**src/rtl/geva_mem_pkg.sv**
```systemverilog
// Shared types for the MEM-stage sequencer and data_mem_unit.
package geva_mem_pkg;

    localparam int unsigned ADDR_W = 32;
    localparam int unsigned ESC_W  = 32;
    localparam int unsigned VEC_W  = 64;

    typedef enum logic [1:0] {
        LD_VEC = 2'b00,
        LD_ESC = 2'b01,
        ST_VEC = 2'b10,
        ST_ESC = 2'b11
    } mem_op_t;

    typedef enum logic [1:0] {
        IDLE  = 2'b00,
        START = 2'b01,
        WAIT  = 2'b10
    } state_t;

    // Bit 1 of the opcode separates stores from loads.
    function automatic logic is_store(input mem_op_t op);
        return op[1];
    endfunction

endpackage

```
**src/rtl/mem_stage_ctrl_if.sv**
```systemverilog
// Request, memory-side and writeback signals of the MEM-stage sequencer.
interface mem_stage_ctrl_if
    import geva_mem_pkg::*;
#(
    parameter int unsigned RD_W = 5
);

    // EX/MEM request side
    logic              req_valid;
    mem_op_t           req_op;
    logic [ADDR_W-1:0] req_base_addr;
    logic [ESC_W-1:0]  req_data_esc;
    logic [VEC_W-1:0]  req_data_vec;
    logic [RD_W-1:0]   req_rd;
    logic              flush;
    logic              req_ready;
    logic              stall;

    // data_mem_unit side
    logic              mem_start;
    mem_op_t           mem_op;
    logic [ADDR_W-1:0] base_addr;
    logic [ESC_W-1:0]  data_in_esc;
    logic [VEC_W-1:0]  data_in_vec;
    logic              mem_rdy;
    logic [ESC_W-1:0]  data_out_esc;
    logic [VEC_W-1:0]  data_out_vec;

    // writeback side
    logic              wb_valid;
    logic              wb_is_vec;
    logic [RD_W-1:0]   wb_rd;
    logic [ESC_W-1:0]  wb_data_esc;
    logic [VEC_W-1:0]  wb_data_vec;
    logic              err_timeout;

    // The sequencer's view
    modport slave (
        input  req_valid, req_op, req_base_addr, req_data_esc, req_data_vec, req_rd, flush,
        input  mem_rdy, data_out_esc, data_out_vec,
        output req_ready, stall,
        output mem_start, mem_op, base_addr, data_in_esc, data_in_vec,
        output wb_valid, wb_is_vec, wb_rd, wb_data_esc, wb_data_vec, err_timeout
    );

    // The surrounding pipeline and memory's view
    modport master (
        output req_valid, req_op, req_base_addr, req_data_esc, req_data_vec, req_rd, flush,
        output mem_rdy, data_out_esc, data_out_vec,
        input  req_ready, stall,
        input  mem_start, mem_op, base_addr, data_in_esc, data_in_vec,
        input  wb_valid, wb_is_vec, wb_rd, wb_data_esc, wb_data_vec, err_timeout
    );

endinterface

```
**src/rtl/mem_stage_ctrl.sv**
```systemverilog
// MEM-stage sequencer: holds one load/store, launches it on data_mem_unit,
// stalls until mem_rdy or timeout, and pulses load results to writeback.
module mem_stage_ctrl
    import geva_mem_pkg::*;
#(
    parameter int unsigned TIMEOUT_CYCLES = 64,
    parameter int unsigned RD_W           = 5
) (
    input  logic           clk,
    input  logic           rst_n,
    mem_stage_ctrl_if.slave bus
);

    localparam int unsigned CNT_W = $clog2(TIMEOUT_CYCLES);
    localparam logic [CNT_W-1:0] CNT_LAST = CNT_W'(TIMEOUT_CYCLES - 1);

    state_t            state_q;
    mem_op_t           op_q;
    logic [ADDR_W-1:0] addr_q;
    logic [ESC_W-1:0]  esc_q;
    logic [VEC_W-1:0]  vec_q;
    logic [RD_W-1:0]   rd_q;
    logic              squash_q;
    logic [CNT_W-1:0]  cnt_q;
    logic              mem_start_q;
    logic              wb_valid_q;
    logic              wb_is_vec_q;
    logic [RD_W-1:0]   wb_rd_q;
    logic [ESC_W-1:0]  wb_esc_q;
    logic [VEC_W-1:0]  wb_vec_q;
    logic              err_q;
    logic              accept;

    // Request acceptance: only in IDLE, and a flushed request is dropped.
    assign accept = (state_q == IDLE) && bus.req_valid && !bus.flush;

    // Handshake outputs; forced low while reset is held so every output reads 0.
    // The writeback cycle releases the pipeline even if a new request is taken then.
    assign bus.req_ready = rst_n && accept;
    assign bus.stall     = rst_n && ((state_q != IDLE) || (accept && !wb_valid_q));

    assign bus.mem_start   = mem_start_q;
    assign bus.mem_op      = op_q;
    assign bus.base_addr   = addr_q;
    assign bus.data_in_esc = esc_q;
    assign bus.data_in_vec = vec_q;
    assign bus.wb_valid    = wb_valid_q;
    assign bus.wb_is_vec   = wb_is_vec_q;
    assign bus.wb_rd       = wb_rd_q;
    assign bus.wb_data_esc = wb_esc_q;
    assign bus.wb_data_vec = wb_vec_q;
    assign bus.err_timeout = err_q;

    // Sequencer FSM with holding registers, squash, timeout and writeback registers.
    always_ff @(posedge clk or negedge rst_n) begin
        if (!rst_n) begin
            state_q     <= IDLE;
            op_q        <= LD_VEC;
            addr_q      <= '0;
            esc_q       <= '0;
            vec_q       <= '0;
            rd_q        <= '0;
            squash_q    <= 1'b0;
            cnt_q       <= '0;
            mem_start_q <= 1'b0;
            wb_valid_q  <= 1'b0;
            wb_is_vec_q <= 1'b0;
            wb_rd_q     <= '0;
            wb_esc_q    <= '0;
            wb_vec_q    <= '0;
            err_q       <= 1'b0;
        end else begin
            mem_start_q <= 1'b0;
            wb_valid_q  <= 1'b0;
            unique case (state_q)
                IDLE: begin
                    if (accept) begin
                        op_q        <= bus.req_op;
                        addr_q      <= bus.req_base_addr;
                        esc_q       <= bus.req_data_esc;
                        vec_q       <= bus.req_data_vec;
                        rd_q        <= bus.req_rd;
                        mem_start_q <= 1'b1;
                        state_q     <= START;
                    end
                end
                START: begin
                    cnt_q   <= '0;
                    state_q <= WAIT;
                    if (bus.flush) squash_q <= 1'b1;
                end
                WAIT: begin
                    cnt_q <= cnt_q + CNT_W'(1);
                    if (bus.flush) squash_q <= 1'b1;
                    if (bus.mem_rdy) begin
                        state_q  <= IDLE;
                        squash_q <= 1'b0;
                        if (!is_store(op_q) && !squash_q && !bus.flush) begin
                            wb_valid_q  <= 1'b1;
                            wb_is_vec_q <= ~op_q[0];
                            wb_rd_q     <= rd_q;
                            wb_esc_q    <= bus.data_out_esc;
                            wb_vec_q    <= bus.data_out_vec;
                        end
                    end else if (cnt_q == CNT_LAST) begin
                        state_q  <= IDLE;
                        squash_q <= 1'b0;
                        err_q    <= 1'b1;
                    end
                end
                default: state_q <= IDLE;
            endcase
        end
    end

endmodule

```
**src/flat_wrapper.sv**
```systemverilog
// flat-port wrapper written by rule: the top's interface ports become plain ports
module mem_stage_ctrl_flat import geva_mem_pkg::*;
#(
    parameter int unsigned TIMEOUT_CYCLES = 64,
    parameter int unsigned RD_W           = 5
)
  (clk, rst_n, bus_req_valid, bus_req_op, bus_req_base_addr, bus_req_data_esc, bus_req_data_vec, bus_req_rd, bus_flush, bus_mem_rdy, bus_data_out_esc, bus_data_out_vec, bus_req_ready, bus_stall, bus_mem_start, bus_mem_op, bus_base_addr, bus_data_in_esc, bus_data_in_vec, bus_wb_valid, bus_wb_is_vec, bus_wb_rd, bus_wb_data_esc, bus_wb_data_vec, bus_err_timeout);
  mem_stage_ctrl_if #(.RD_W(RD_W)) bus_i ();
  input  logic clk;
  input  logic rst_n;
  input wire logic [$bits(bus_i.req_valid)-1:0] bus_req_valid;
  input wire logic [$bits(bus_i.req_op)-1:0] bus_req_op;
  input wire logic [$bits(bus_i.req_base_addr)-1:0] bus_req_base_addr;
  input wire logic [$bits(bus_i.req_data_esc)-1:0] bus_req_data_esc;
  input wire logic [$bits(bus_i.req_data_vec)-1:0] bus_req_data_vec;
  input wire logic [$bits(bus_i.req_rd)-1:0] bus_req_rd;
  input wire logic [$bits(bus_i.flush)-1:0] bus_flush;
  input wire logic [$bits(bus_i.mem_rdy)-1:0] bus_mem_rdy;
  input wire logic [$bits(bus_i.data_out_esc)-1:0] bus_data_out_esc;
  input wire logic [$bits(bus_i.data_out_vec)-1:0] bus_data_out_vec;
  output wire logic [$bits(bus_i.req_ready)-1:0] bus_req_ready;
  output wire logic [$bits(bus_i.stall)-1:0] bus_stall;
  output wire logic [$bits(bus_i.mem_start)-1:0] bus_mem_start;
  output wire logic [$bits(bus_i.mem_op)-1:0] bus_mem_op;
  output wire logic [$bits(bus_i.base_addr)-1:0] bus_base_addr;
  output wire logic [$bits(bus_i.data_in_esc)-1:0] bus_data_in_esc;
  output wire logic [$bits(bus_i.data_in_vec)-1:0] bus_data_in_vec;
  output wire logic [$bits(bus_i.wb_valid)-1:0] bus_wb_valid;
  output wire logic [$bits(bus_i.wb_is_vec)-1:0] bus_wb_is_vec;
  output wire logic [$bits(bus_i.wb_rd)-1:0] bus_wb_rd;
  output wire logic [$bits(bus_i.wb_data_esc)-1:0] bus_wb_data_esc;
  output wire logic [$bits(bus_i.wb_data_vec)-1:0] bus_wb_data_vec;
  output wire logic [$bits(bus_i.err_timeout)-1:0] bus_err_timeout;
  assign bus_i.req_valid = bus_req_valid;
  assign bus_i.req_op = bus_req_op;
  assign bus_i.req_base_addr = bus_req_base_addr;
  assign bus_i.req_data_esc = bus_req_data_esc;
  assign bus_i.req_data_vec = bus_req_data_vec;
  assign bus_i.req_rd = bus_req_rd;
  assign bus_i.flush = bus_flush;
  assign bus_i.mem_rdy = bus_mem_rdy;
  assign bus_i.data_out_esc = bus_data_out_esc;
  assign bus_i.data_out_vec = bus_data_out_vec;
  assign bus_req_ready = bus_i.req_ready;
  assign bus_stall = bus_i.stall;
  assign bus_mem_start = bus_i.mem_start;
  assign bus_mem_op = bus_i.mem_op;
  assign bus_base_addr = bus_i.base_addr;
  assign bus_data_in_esc = bus_i.data_in_esc;
  assign bus_data_in_vec = bus_i.data_in_vec;
  assign bus_wb_valid = bus_i.wb_valid;
  assign bus_wb_is_vec = bus_i.wb_is_vec;
  assign bus_wb_rd = bus_i.wb_rd;
  assign bus_wb_data_esc = bus_i.wb_data_esc;
  assign bus_wb_data_vec = bus_i.wb_data_vec;
  assign bus_err_timeout = bus_i.err_timeout;
  mem_stage_ctrl #(.TIMEOUT_CYCLES(TIMEOUT_CYCLES), .RD_W(RD_W)) u_core (.clk(clk), .rst_n(rst_n), .bus(bus_i));
endmodule
```
**config.mk**
```make
export PLATFORM = sky130hd
export DESIGN_NAME = mem_stage_ctrl_flat
export DESIGN_NICKNAME = d
export VERILOG_FILES = /design/src/rtl/geva_mem_pkg.sv /design/src/rtl/mem_stage_ctrl_if.sv /design/src/rtl/mem_stage_ctrl.sv /design/src/flat_wrapper.sv
export SDC_FILE = /design/constraint.sdc
export NUM_CORES = 1
export LEC_CHECK = 0
export CORE_MARGIN = 10
export CORE_UTILIZATION = 35
export DETAILED_ROUTE_END_ITERATION = 16
export PLACE_DENSITY = 0.71
export SETUP_SLACK_MARGIN = 0.02
export SKIP_CTS_REPAIR_TIMING = 1
export SYNTH_ARGS = -nofsm -noshare
export SYNTH_HDL_FRONTEND = slang
export SYNTH_SLANG_ARGS = --single-unit
```
**constraint.sdc**
```tcl
create_clock -name clk -period 2.7 [get_ports clk]
set_input_delay 0.405 -clock clk [delete_from_list [all_inputs] [get_ports clk]]
set_output_delay 0.405 -clock clk [all_outputs]
set_load 0.01 [all_outputs]
```
# Yosys cells after proc, flatten, opt, wreduce, memory -nomap -nowiden
# Index checks and enable logic that the tools add are counted.
[word_totals]
reg_bits = 249
wordCells = 56
input_bits = 236
output_inout_bits = 237
[op_classes]
eq_ne = 5
mux = 14
n_reduce_logical = 19
bitwise_logic = 2
addsub = 1
[op_table]
columns = ["cell", "n"]
rows = [
  ["$pmux W6 S2", 1],
  ["$mux W1", 8],
  ["$logic_and A1 B1 Y1", 7],
  ["$add A6 B1 Y6 const B", 1],
  ["$eq A6 B6 Y1 const B", 1],
  ["$mux W2", 3],
  ["$pmux W2 S3", 1],
  ["$reduce_and A3 Y1", 2],
  ["$logic_not A1 Y1", 4],
  ["$reduce_and A2 Y1", 2],
  ["$reduce_bool A2 Y1", 2],
  ["$ne A3 B2 Y1 const B", 1],
  ["$eq A2 B1 Y1 const B", 1],
  ["$eq A2 B2 Y1 const B", 1],
  ["$logic_not A2 Y1", 1],
  ["$ne A2 B1 Y1 const B", 1],
  ["$not A1 Y1", 2],
  ["$pmux W1 S2", 1],
  ["$logic_or A1 B1 Y1", 1],
]

# Longest topological paths before layout
[depth]
depth_word = 6
ltp_mapped = 9
mapped_depth_nobuf = 7

# Least setup slack after synthesis
# OpenSTA, ideal clock, no wires.
[synth_timing]
kind = "register -> register"
start = "reg u_core.state_q[0]"
end = "reg u_core.wb_vec_q[10], in the netlist u_core.bus.wb_data_vec[10]"
period_less_slack_ns = 1.960
path_stages_with_launch = 9
required_ns = 2.575
setup_ns = 0.125
arrival_time_ns = 1.835
setup_slack_ns = 0.740
path_cell_list = "dfrtp_1 -> inv_1 -> ha_1 -> nand2_1 -> or4_1 -> buf_2 -> buf_8 -> buf_6 -> mux2_4"
[synth_via]
elab_chain_len = 2
[synth_rtl]
columns = ["item", "line", "source"]
rows = [
  ["start, declared", "mem_stage_ctrl.sv:17", "state_t state_q;"],
  ["start signal, assigned", "mem_stage_ctrl.sv:57", "state_q <= IDLE;"],
  ["start signal, assigned", "mem_stage_ctrl.sv:84", "state_q <= START;"],
  ["start signal, assigned", "mem_stage_ctrl.sv:89", "state_q <= WAIT;"],
  ["$eq A2 B2 Y1", "mem_stage_ctrl.sv:75", "unique case (state_q)"],
  ["$reduce_and A3 Y1 (no source line)", "-", ""],
  ["end signal, assigned", "mem_stage_ctrl.sv:103", "wb_vec_q <= bus.data_out_vec;"],
  ["end, declared", "mem_stage_ctrl.sv:30", "logic [VEC_W-1:0] wb_vec_q;"],
]
# No other way between the ends.
# A chain may end at the register's enable or synchronous reset.

# Worst setup path after layout
[layout_timing]
start = "in rst_n"
end = "out bus_stall"
[layout_via]
elab_chain_len = 1
[layout_rtl]
columns = ["item", "line", "source"]
rows = [
  ["start, declared", "flat_wrapper.sv:10", "input logic rst_n;"],
  ["$logic_and A1 B1 Y1", "mem_stage_ctrl.sv:40", "assign bus.stall = rst_n && ((state_q != IDLE) || (accept && !wb_valid_q));"],
  ["end, declared", "flat_wrapper.sv:22", "output wire logic [$bits(bus_i.stall)-1:0] bus_stall;"],
]
# No other way between the ends.

==> impl_metrics.csv <==
group,metric,value,unit
clock_tree,clkTransAtPathRegs,50,ps
power_and_ir_drop,power_density_over_cell_area,1001,nW/µm²
clock_tree,clockRootBuffer,"sky130_fd_sc_hd__clkbuf_16",
routing,vias_per_cell,4.495,
routing,dr.pass1.iters,4,
routing,dr_total_vias,7713,
layout,top_library_cells_by_usage_in_the_layout_fill_and_taps_aside,"sky130_fd_sc_hd__clkdlybuf4s50_1 (470), sky130_fd_sc_hd__nand2_1 (413), sky130_fd_sc_hd__dfrtp_1 (249)",
placement,io_buffer_count,472,
routing,totalWireLength,33.26,mm
worst_setup_path,crit_family,"buffers and inverters",
yosys,synth_area,9697,µm²
worst_setup_path,worst_setup_path_endpoint,"bus_stall",
global_routing,grt_remaining_overflow,0,
floorplanning,die_width,186.5,µm
floorplanning,floorplan.initialDensity,35.78,%
worst_setup_path,r2r_slack,510,ps
layout,final_net_count,1561,
power_and_ir_drop,static-leakage-power,0.007640,µW
worst_hold_path,hold_path_class,"in -> async",
power_and_ir_drop,irDropWorstVdd,0.0006613,V
routing,post-route-drc-count,0,
sta,fin_crit_sh,89.32,%
global_routing,first_global_vias,8092,
worst_setup_path,worst_ep_required_time,2300,ps
yosys,yosysWarnings,0,
global_routing,grt_max_degree,137,
sta,setup_slack_after_layout,288.3,ps
yosys,syn_nets,1093,
placement,dp_hpwl,24.53,mm
worst_setup_path,critPathLaunch,"rst_n",
floorplanning,floorplan_die_height,186.5,µm
sta,max_freq,0.4146,GHz
placement,placed_area,14740,µm²
clock_tree,cts.path.max_buffers,3,
floorplanning,io_pins,473,
yosys,synthCells,853,
sta,report.final.slew_viol_count,0,
layout,most_common_cell_after_layout_fill_and_taps_aside,"sky130_fd_sc_hd__clkdlybuf4s50_1",
worst_setup_path,cp_cell_sequence,"dlygate4sd3_1 > buf_8 > and2_1 > clkdlybuf4s50_1",
layout,final.fill_count,2254,
clock_tree,numCtsBuffers,29,
yosys,synth.distinct_cells,31,
clock_tree,cts_tree,"yes",
worst_setup_path,cp-start-kind,"primary input",
layout,syn_to_final_growth,61.95,%
clock_tree,cts.sink_count,249,
run,maxCapViolCount,0,
layout,multiInputGateArea,3173,µm²
routing,route.antenna.remaining_nets,0,
layout,layout-drive-gt1-share,11.79,%
sta,setup_violations,0,
global_routing,globalRouteTotalUtil,18.30,%
layout,post-route-cell-area,15700,µm²
sta,timing.clock.skew,7.627,ps
worst_setup_path,regToRegStartpoint,"u_core.state_q[0]$_DFFE_PN0P_",
worst_setup_path,setup_crit_path_kind,"in -> out",
layout,area.sequential,6231,µm²
global_routing,global_route_wire_length_before_repair,50.65,mm
yosys,post_synth.cell_area_avg,11.37,µm²
sta,setup_repair_after_global_routing_missed_its_margin,"no",
worst_setup_path,cp_max_fo,32,
sta,worst_slew_pin_slew,720.7,ps
worst_setup_path,cp_num_buf_inv,3,
worst_setup_path,worst_r2r_path_depth,6,
layout,post-route-util,57.95,%
worst_setup_path,critical-path-max-stage-delay,570,ps
worst_setup_path,worstSetupPathDepth,4,
routing,drt-initial-drc-count,408,
worst_setup_path,cp-end-kind,"output pin",
sta,final_hold_viol_count,0,
placement,detailedPlace.worstSlack,151.0,ps
floorplanning,rows,60,
floorplanning,floorplan.core_area,27100,µm²
routing,routedWlPerCell,19.38,µm
global_routing,antenna_found_initial,4,
yosys,synth_seq_area_share,64.26,%
sta,final.min_clock_period,2412,ps
worst_setup_path,cpMaxStageDelayCell,"sky130_fd_sc_hd__dlygate4sd3_1",
worst_setup_path,rr_endpoint,"u_core.bus.wb_data_vec[60]$_DFFE_PN0P_",
floorplanning,design.die.area,34760,µm²
clock_tree,clk-insertion-delay-late,530,ps
outcome,outcome,"completed",
clock_tree,htree_levels,1,
worst_setup_path,worstPathArrival,2010,ps
yosys,synth_seq_cells,249,
sta,maxSlewHeadroom,51.95,%
placement,routabilityCongestion,0.7889,
==> through the flow <==
step	power (µW)	setup TNS (ps)	std cells	hold slack (ps)
after floorplan	8097	0	853	109.4
after global placement	11910	0	1661	295.2
after detailed placement	12030	0	1661	293.4
after CTS	16000	-103.5	1711	-281.2
after global routing	16710	0	1714	323.6
final	15730	0	1716	328.4
==> cells by family (layout without fill, tap and decap cells) <==
logic type | Yosys count | in the layout | synth area share, %
AO/OA/AOI/OAI | 15 | 15 | 0.8258
XOR/XNOR | 1 | 1 | 0.09034
adder cells (fa/ha/maj) | 4 | 4 | 0.5161
buffers and inverters | 50 | 537 | 3.084
flip-flops | 249 | 249 | 64.26
multiplexers | 103 | 103 | 14.15
other | 0 | 4 | 0
AND/OR/NAND/NOR | 431 | 431 | 17.07
==> where the power goes <==
part	switching, µW	internal [µW]
clock	1500	2330
sequential	762	5140
combinational	2610	3380
==> cell usage after synthesis (all sizes together) <==
cell | count | area (µm²)
a21o | 1 | 7.510
a21oi | 5 | 25.02
and2 | 3 | 18.77
and3 | 1 | 6.260
buf | 20 | 186.4
clkbuf | 23 | 86.33
dfrtp | 249 | 6231
ha | 4 | 50.05
inv | 7 | 26.28
mux2 | 102 | 1363
mux2i | 1 | 10.01
nand2 | 413 | 1550
nand2b | 1 | 6.260
nand3 | 2 | 10.01
nand3b | 1 | 7.510
nand4 | 1 | 6.260
nor2 | 3 | 11.26
nor2b | 1 | 6.260
nor3 | 1 | 5.000
o21ai | 8 | 40.04
o21bai | 1 | 7.510
or2 | 1 | 6.260
or2b | 1 | 7.510
or3 | 1 | 6.260
or4 | 1 | 7.510
xor2 | 1 | 8.760
==> layer usage <==
| layer | wire length (µm) | global-route usage [%] | vias to the layer above |
|---|---|---|---|
| met5 | 0 | 0 | - |
| met4 | 748 | 4.653 | 0 |
| met3 | 3714 | 8.622 | 38 |
| met2 | 15800 | 30.17 | 342 |
| met1 | 13000 | 21.01 | 3702 |
| li1 | - | - | 3631 |
==> cell type report <==
cell class / instances / area share (%)
Tap cell: 372 / 2.964
Timing Repair Buffer: 480 / 30.93
Clock inverter: 9 / 0.6215
Multi-Input combinational cell: 554 / 20.21
Inverter: 7 / 0.1833
Sequential cell: 249 / 39.68
Clock buffer: 41 / 5.354
Antenna cell: 4 / 0.06374
==> sequential cells by signal, summed over array words and instances, names as in the netlist <==
| name | cells |
|---|---|
| u_core.bus.base_addr | 32 |
| u_core.bus.data_in_esc | 32 |
| u_core.bus.data_in_vec | 64 |
| u_core.bus.err_timeout | 1 |
| u_core.bus.mem_op | 2 |
| u_core.bus.mem_start | 1 |
| u_core.bus.wb_data_esc | 32 |
| u_core.bus.wb_data_vec | 64 |
| u_core.bus.wb_is_vec | 1 |
| u_core.bus.wb_rd | 5 |
| u_core.bus.wb_valid | 1 |
| u_core.cnt_q | 6 |
| u_core.rd_q | 5 |
| u_core.squash_q | 1 |
| u_core.state_q | 2 |
==> worst min-delay path by stage <==
stage | end | depth (start not counted)
2_1_floorplan | u_core.bus.base_addr[0]$_DFFE_PN0P_ | 0
3_3_place_gp | u_core.bus.data_in_esc[11]$_DFFE_PN0P_ | 1
3_5_place_dp | u_core.bus.base_addr[29]$_DFFE_PN0P_ | 1
4_1_cts | u_core.rd_q[4]$_DFFE_PN0P_ | 1
5_1_grt | u_core.bus.base_addr[29]$_DFFE_PN0P_ | 2
6_report | u_core.bus.base_addr[29]$_DFFE_PN0P_ | 2
No activity file was read; power rests on OpenSTA's default activity.
==> variant 1: new RTL, same flow settings <==
`RD_W` is set to 5 in 3 places; all go to 6.
--- a/src/rtl/mem_stage_ctrl_if.sv
+++ b/src/rtl/mem_stage_ctrl_if.sv
@@ -2,7 +2,7 @@
 interface mem_stage_ctrl_if
     import geva_mem_pkg::*;
 #(
-    parameter int unsigned RD_W = 5
+    parameter int unsigned RD_W = 6
 );
 
     // EX/MEM request side
--- a/src/rtl/mem_stage_ctrl.sv
+++ b/src/rtl/mem_stage_ctrl.sv
@@ -4,7 +4,7 @@
     import geva_mem_pkg::*;
 #(
     parameter int unsigned TIMEOUT_CYCLES = 64,
-    parameter int unsigned RD_W           = 5
+    parameter int unsigned RD_W           = 6
 ) (
     input  logic           clk,
     input  logic           rst_n,
--- a/src/flat_wrapper.sv
+++ b/src/flat_wrapper.sv
@@ -2,7 +2,7 @@
 module mem_stage_ctrl_flat import geva_mem_pkg::*;
 #(
     parameter int unsigned TIMEOUT_CYCLES = 64,
-    parameter int unsigned RD_W           = 5
+    parameter int unsigned RD_W           = 6
 )
   (clk, rst_n, bus_req_valid, bus_req_op, bus_req_base_addr, bus_req_data_esc, bus_req_data_vec, bus_req_rd, bus_flush, bus_mem_rdy, bus_data_out_esc, bus_data_out_vec, bus_req_ready, bus_stall, bus_mem_start, bus_mem_op, bus_base_addr, bus_data_in_esc, bus_data_in_vec, bus_wb_valid, bus_wb_is_vec, bus_wb_rd, bus_wb_data_esc, bus_wb_data_vec, bus_err_timeout);
   mem_stage_ctrl_if #(.RD_W(RD_W)) bus_i ();
Ports: changed (resized bus_req_rd and bus_wb_rd); port bits go from 473 to 475. No check against the original RTL was run, so the function may have changed too.
==> variant 1 against the unedited design <==
- non-clock buffer count grew 2
- cell area grew 0.75%
- synthesized area is essentially flat
- power grew 1.8%
- worst setup slack gained 0.067 ns
- sequential cell count grew 2
- wire length grew 0.94%
- critical endpoint unchanged
- highest routed layer is now met5
==> variant 1: results <==
metrics = {
    "outcome": {
        "outcome": "finished, final reports clean",
    },
    "power": {
        "swShare_pct": 30.8,
        "seq-power_uw": 5950,
        "p_leak_uw": 0.00768,
        "ir_drop_v": 0.000587,
        "comb_cell_power_uw": 6020,
    },
    "synth": {
        "synth-xor-area-share_pct": 0.0904,
        "synthMuxAreaShare_pct": 13.9,
        "synth_compound_area_share_pct": 0.827,
        "synthAdderAreaFrac_pct": 0.517,
        "synth_commonest_cells": "416 x nand2_1, 251 x dfrtp_1, 56 x mux2_2, 47 x mux2_4, 19 x clkbuf_1",
        "synth_seq_area_share_pct": 64.8,
        "synth_nets": 1100,
        "synth_area_leaders": "dfrtp_1 65%, nand2_1 16%, mux2_4 7.3%",
        "ys_types": 28,
    },
    "detailed_routing": {
        "wl_per_cell_um": 19.5,
        "drt_iter0_markers": 386,
        "dr.pass1.iters": 4,
        "vias": 7719,
    },
    "final_layout": {
        "fin_nets": 1570,
        "nFillCells": 2211,
        "drive_gt1_share_pct": 11.9,
        "multi_input_gates": 558,
        "buffers_excl_clock": 482,
        "antenna_cells": 2,
        "clockNetworkAreaShare_pct": 6.26,
        "nonClkBufAreaFrac_pct": 30.9,
        "multi_input_area_share_pct": 20.0,
        "seq_cell_count": 251,
        "regArea_sq_um": 6280,
    },
    "critical_path": {
        "r2r_end": "u_core.bus.wb_data_esc[10]",
        "path_class": "reg2out",
        "cp.arrival_ns": 1.94,
        "rrSetupSlack_ns": 0.47,
        "crit_slowest_cell": "clkdlybuf4s50_1",
        "cpPeakStageDelay_ns": 0.47,
        "cp_max_fo": 4,
        "crit_start": "u_core.state_q[0]",
    },
    "sta": {
        "skew_ns": 0.00615,
        "tightest_slew_ns": 0.723,
    },
    "global_route": {
        "grt_pass1_vias": 8229,
        "grt_pass1_wl_um": 52000,
        "grt_max_degree": 138,
        "antenna_found_initial": 1,
        "track_usage_pct": 18.8,
    },
    "placement": {
        "hpwl_um": 24600,
        "gp_congestion": 0.778,
        "port_buffers": 474,
    },
}
[variant 1: changes by cell type in the layout (fill, tap and decap cells not counted), sizes merged]
| cell | delta |
|---|---|
| bufinv | +2 |
| mux2 | +1 |
| clkdlybuf4s50 | +2 |
| dfrtp | +2 |
| diode | -2 |
| clkinv | -1 |
| nand2 | +3 |
| inv | +1 |
| clkinvlp | -1 |
[variant 1: per-layer routing]
metal,track usage [%],part of all wire [%]
met5,0,0.039
met4,4.35,2.0
met1,21.5,38
met2,31.7,49
met3,8.27,11
[variant 1: through the flow]
step / instances / worst slack, ns / total power (uW) / hold WS [ns] / cell area (sq um)
final: 1723 / 0.355 / 16000 / 0.299 / 15800
after global routing: 1721 / 0.262 / 17000 / 0.295 / 15800
after CTS: 1720 / -0.0502 / 16300 / -0.317 / 15800
after detailed placement: 1669 / 0.239 / 12100 / 0.257 / 14800
after global placement: 1669 / 0.274 / 12000 / 0.250 / 14800
after floorplan: 859 / 0.749 / 8140 / 0.109 / 9690
==> variant 2: new RTL, config.mk and constraints unchanged <==
Without the edit above. Make the reset (`rst_n`) synchronous in one clocked block.
--- a/src/rtl/mem_stage_ctrl.sv
+++ b/src/rtl/mem_stage_ctrl.sv
@@ -52,7 +52,7 @@
     assign bus.err_timeout = err_q;
 
     // Sequencer FSM with holding registers, squash, timeout and writeback registers.
-    always_ff @(posedge clk or negedge rst_n) begin
+    always_ff @(posedge clk) begin
         if (!rst_n) begin
             state_q     <= IDLE;
             op_q        <= LD_VEC;
Behaviour: differs if rst_n is asserted again (counterexample within 4 cycles, from zero or initial values and one cycle with rst_n low); with rst_n held inactive, the same outputs for 4 cycles.
==> variant 2 against the unedited design <==
- sequential cell count is the same
- wire length increased by 3.1%
- global-route usage increased by 1.5 points
- critical path type is now reg2out
- worst setup slack worse by 0.055 ns
- cell area shrank 6.0%
- sequential share of layout area fell by 5.9 points
- die area is 8.2% lower
- cell count grew 9.7%
- synthesized area fell by 9.1%
- critical path depth increased by 2
Power is not compared: it rests on default switching activity, and its combinational part moved more than twofold at a synthesized area within 25%.
==> variant 2: results <==
metrics = {
    "outcome": {
        "outcome": "finished, final reports clean",
    },
    "critical_path": {
        "cp_max_fo": 3,
        "cpPeakStageDelay_ns": 0.56,
        "crit_slowest_cell": "clkdlybuf4s50_1",
        "cp.arrival_ns": 2.06,
    },
    "final_layout": {
        "drive_gt1_share_pct": 3.93,
        "fin_nets": 1770,
    },
    "synth": {
        "ys_warn_count": 0,
        "synth_area_leaders": "dfxtp_1 57%, nand2_1 20%, a21oi_1 11%",
        "synth_commonest_cells": "479 x nand2_1, 249 x dfxtp_1, 195 x a21oi_1, 41 x clkbuf_1, 33 x a21boi_0",
        "synth-async-reset-ratio_pct": 0,
        "ys_dominant_reg_cell": "dfxtp_1",
        "synth_nets": 1336,
        "synth_seq_area_share_pct": 56.6,
        "ys_types": 32,
    },
    "clocking": {
        "root_buffer": "clkbuf_16",
        "h-tree-depth": 1,
        "cts_buffer_depth": 3,
        "clk_latency_ns": 0.52,
    },
    "sta": {
        "skew_ns": 0.0107,
        "tightest_slew_ns": 0.856,
    },
    "placement": {
        "pre_cts_ws_ns": 0.0791,
        "gp_congestion": 0.841,
        "port_buffers": 472,
        "hpwl_um": 25400,
    },
    "global_route": {
        "grt_pass1_wl_um": 49900,
        "grt_pass1_vias": 8428,
        "grt_max_degree": 137,
        "track_usage_pct": 19.8,
        "antenna_found_initial": 0,
    },
    "detailed_routing": {
        "wl_per_cell_um": 18.2,
        "dr.pass1.iters": 5,
        "vias": 8776,
        "drt_iter0_markers": 571,
    },
    "power": {
        "combPwrFrac_pct": 19.5,
        "switching_power_uw": 2650,
        "p_leak_uw": 0.00516,
        "p_clk_uw": 4110,
        "ir_drop_v": 0.000479,
        "power.density_nw_per_um2": 691,
    },
    "min_path": {
        "holdCritPathClass": "in2reg",
    },
}
variant 2: layer usage:
metal | GRT usage (%) | share of wire (%)
met5 | 0 | 0
met4 | 4.89 | 1.9
met3 | 7.58 | 11
met2 | 35.0 | 50
met1 | 21.9 | 37
variant 2: cells by family after synthesis:
kind of cell / Yosys count / synth area share (%)
AO/OA/AOI/OAI: 244 / 15.2
XOR/XNOR: 5 / 0.497
adder cells (fa/ha/maj): 5 / 0.710
buffers and inverters: 84 / 4.63
flip-flops: 249 / 56.6
multiplexers: 3 / 0.341
AND/OR/NAND/NOR: 505 / 22.0
variant 2: cell type report:
type,instances,area [sq um]
well taps,330,413
multi-input cells,762,3430
fillers,2221,10200
clock buffers,43,828
diodes,1,2.50
repair buffers,482,4890
clock inverters,10,185
inverters,5,23.8
flip-flops and latches,249,4980
variant 2: through the flow:
stage          std cells  cell area (sq um)
6_report            1882              14800
5_1_grt             1881              14800
4_1_cts             1881              14800
3_5_place_dp        1828              13700
3_3_place_gp        1828              13700
2_1_floorplan       1095               8810
variant 2: final timing paths:
path / start / endpoint / slack [ns] / cells past startpoint
max: u_core.state_q[0] / bus_stall / 0.23 / 6
min reg2reg: u_core.bus.wb_data_vec[34] / u_core.bus.wb_data_vec[34] / 0.45 / 2
max reg2reg: u_core.state_q[0] / u_core.bus.wb_data_esc[19] / 0.63 / 7
min: bus_req_data_vec[22] / u_core.bus.data_in_vec[22] / 0.42 / 3
variant 2: critical path: cells and delay by family (launching register included):
family                     cells  cell delay [ns]
buffers and inverters          3             0.78
DFF                            1             0.36
adders and majority gates      1             0.23
and+or+nand+nor                2             0.17
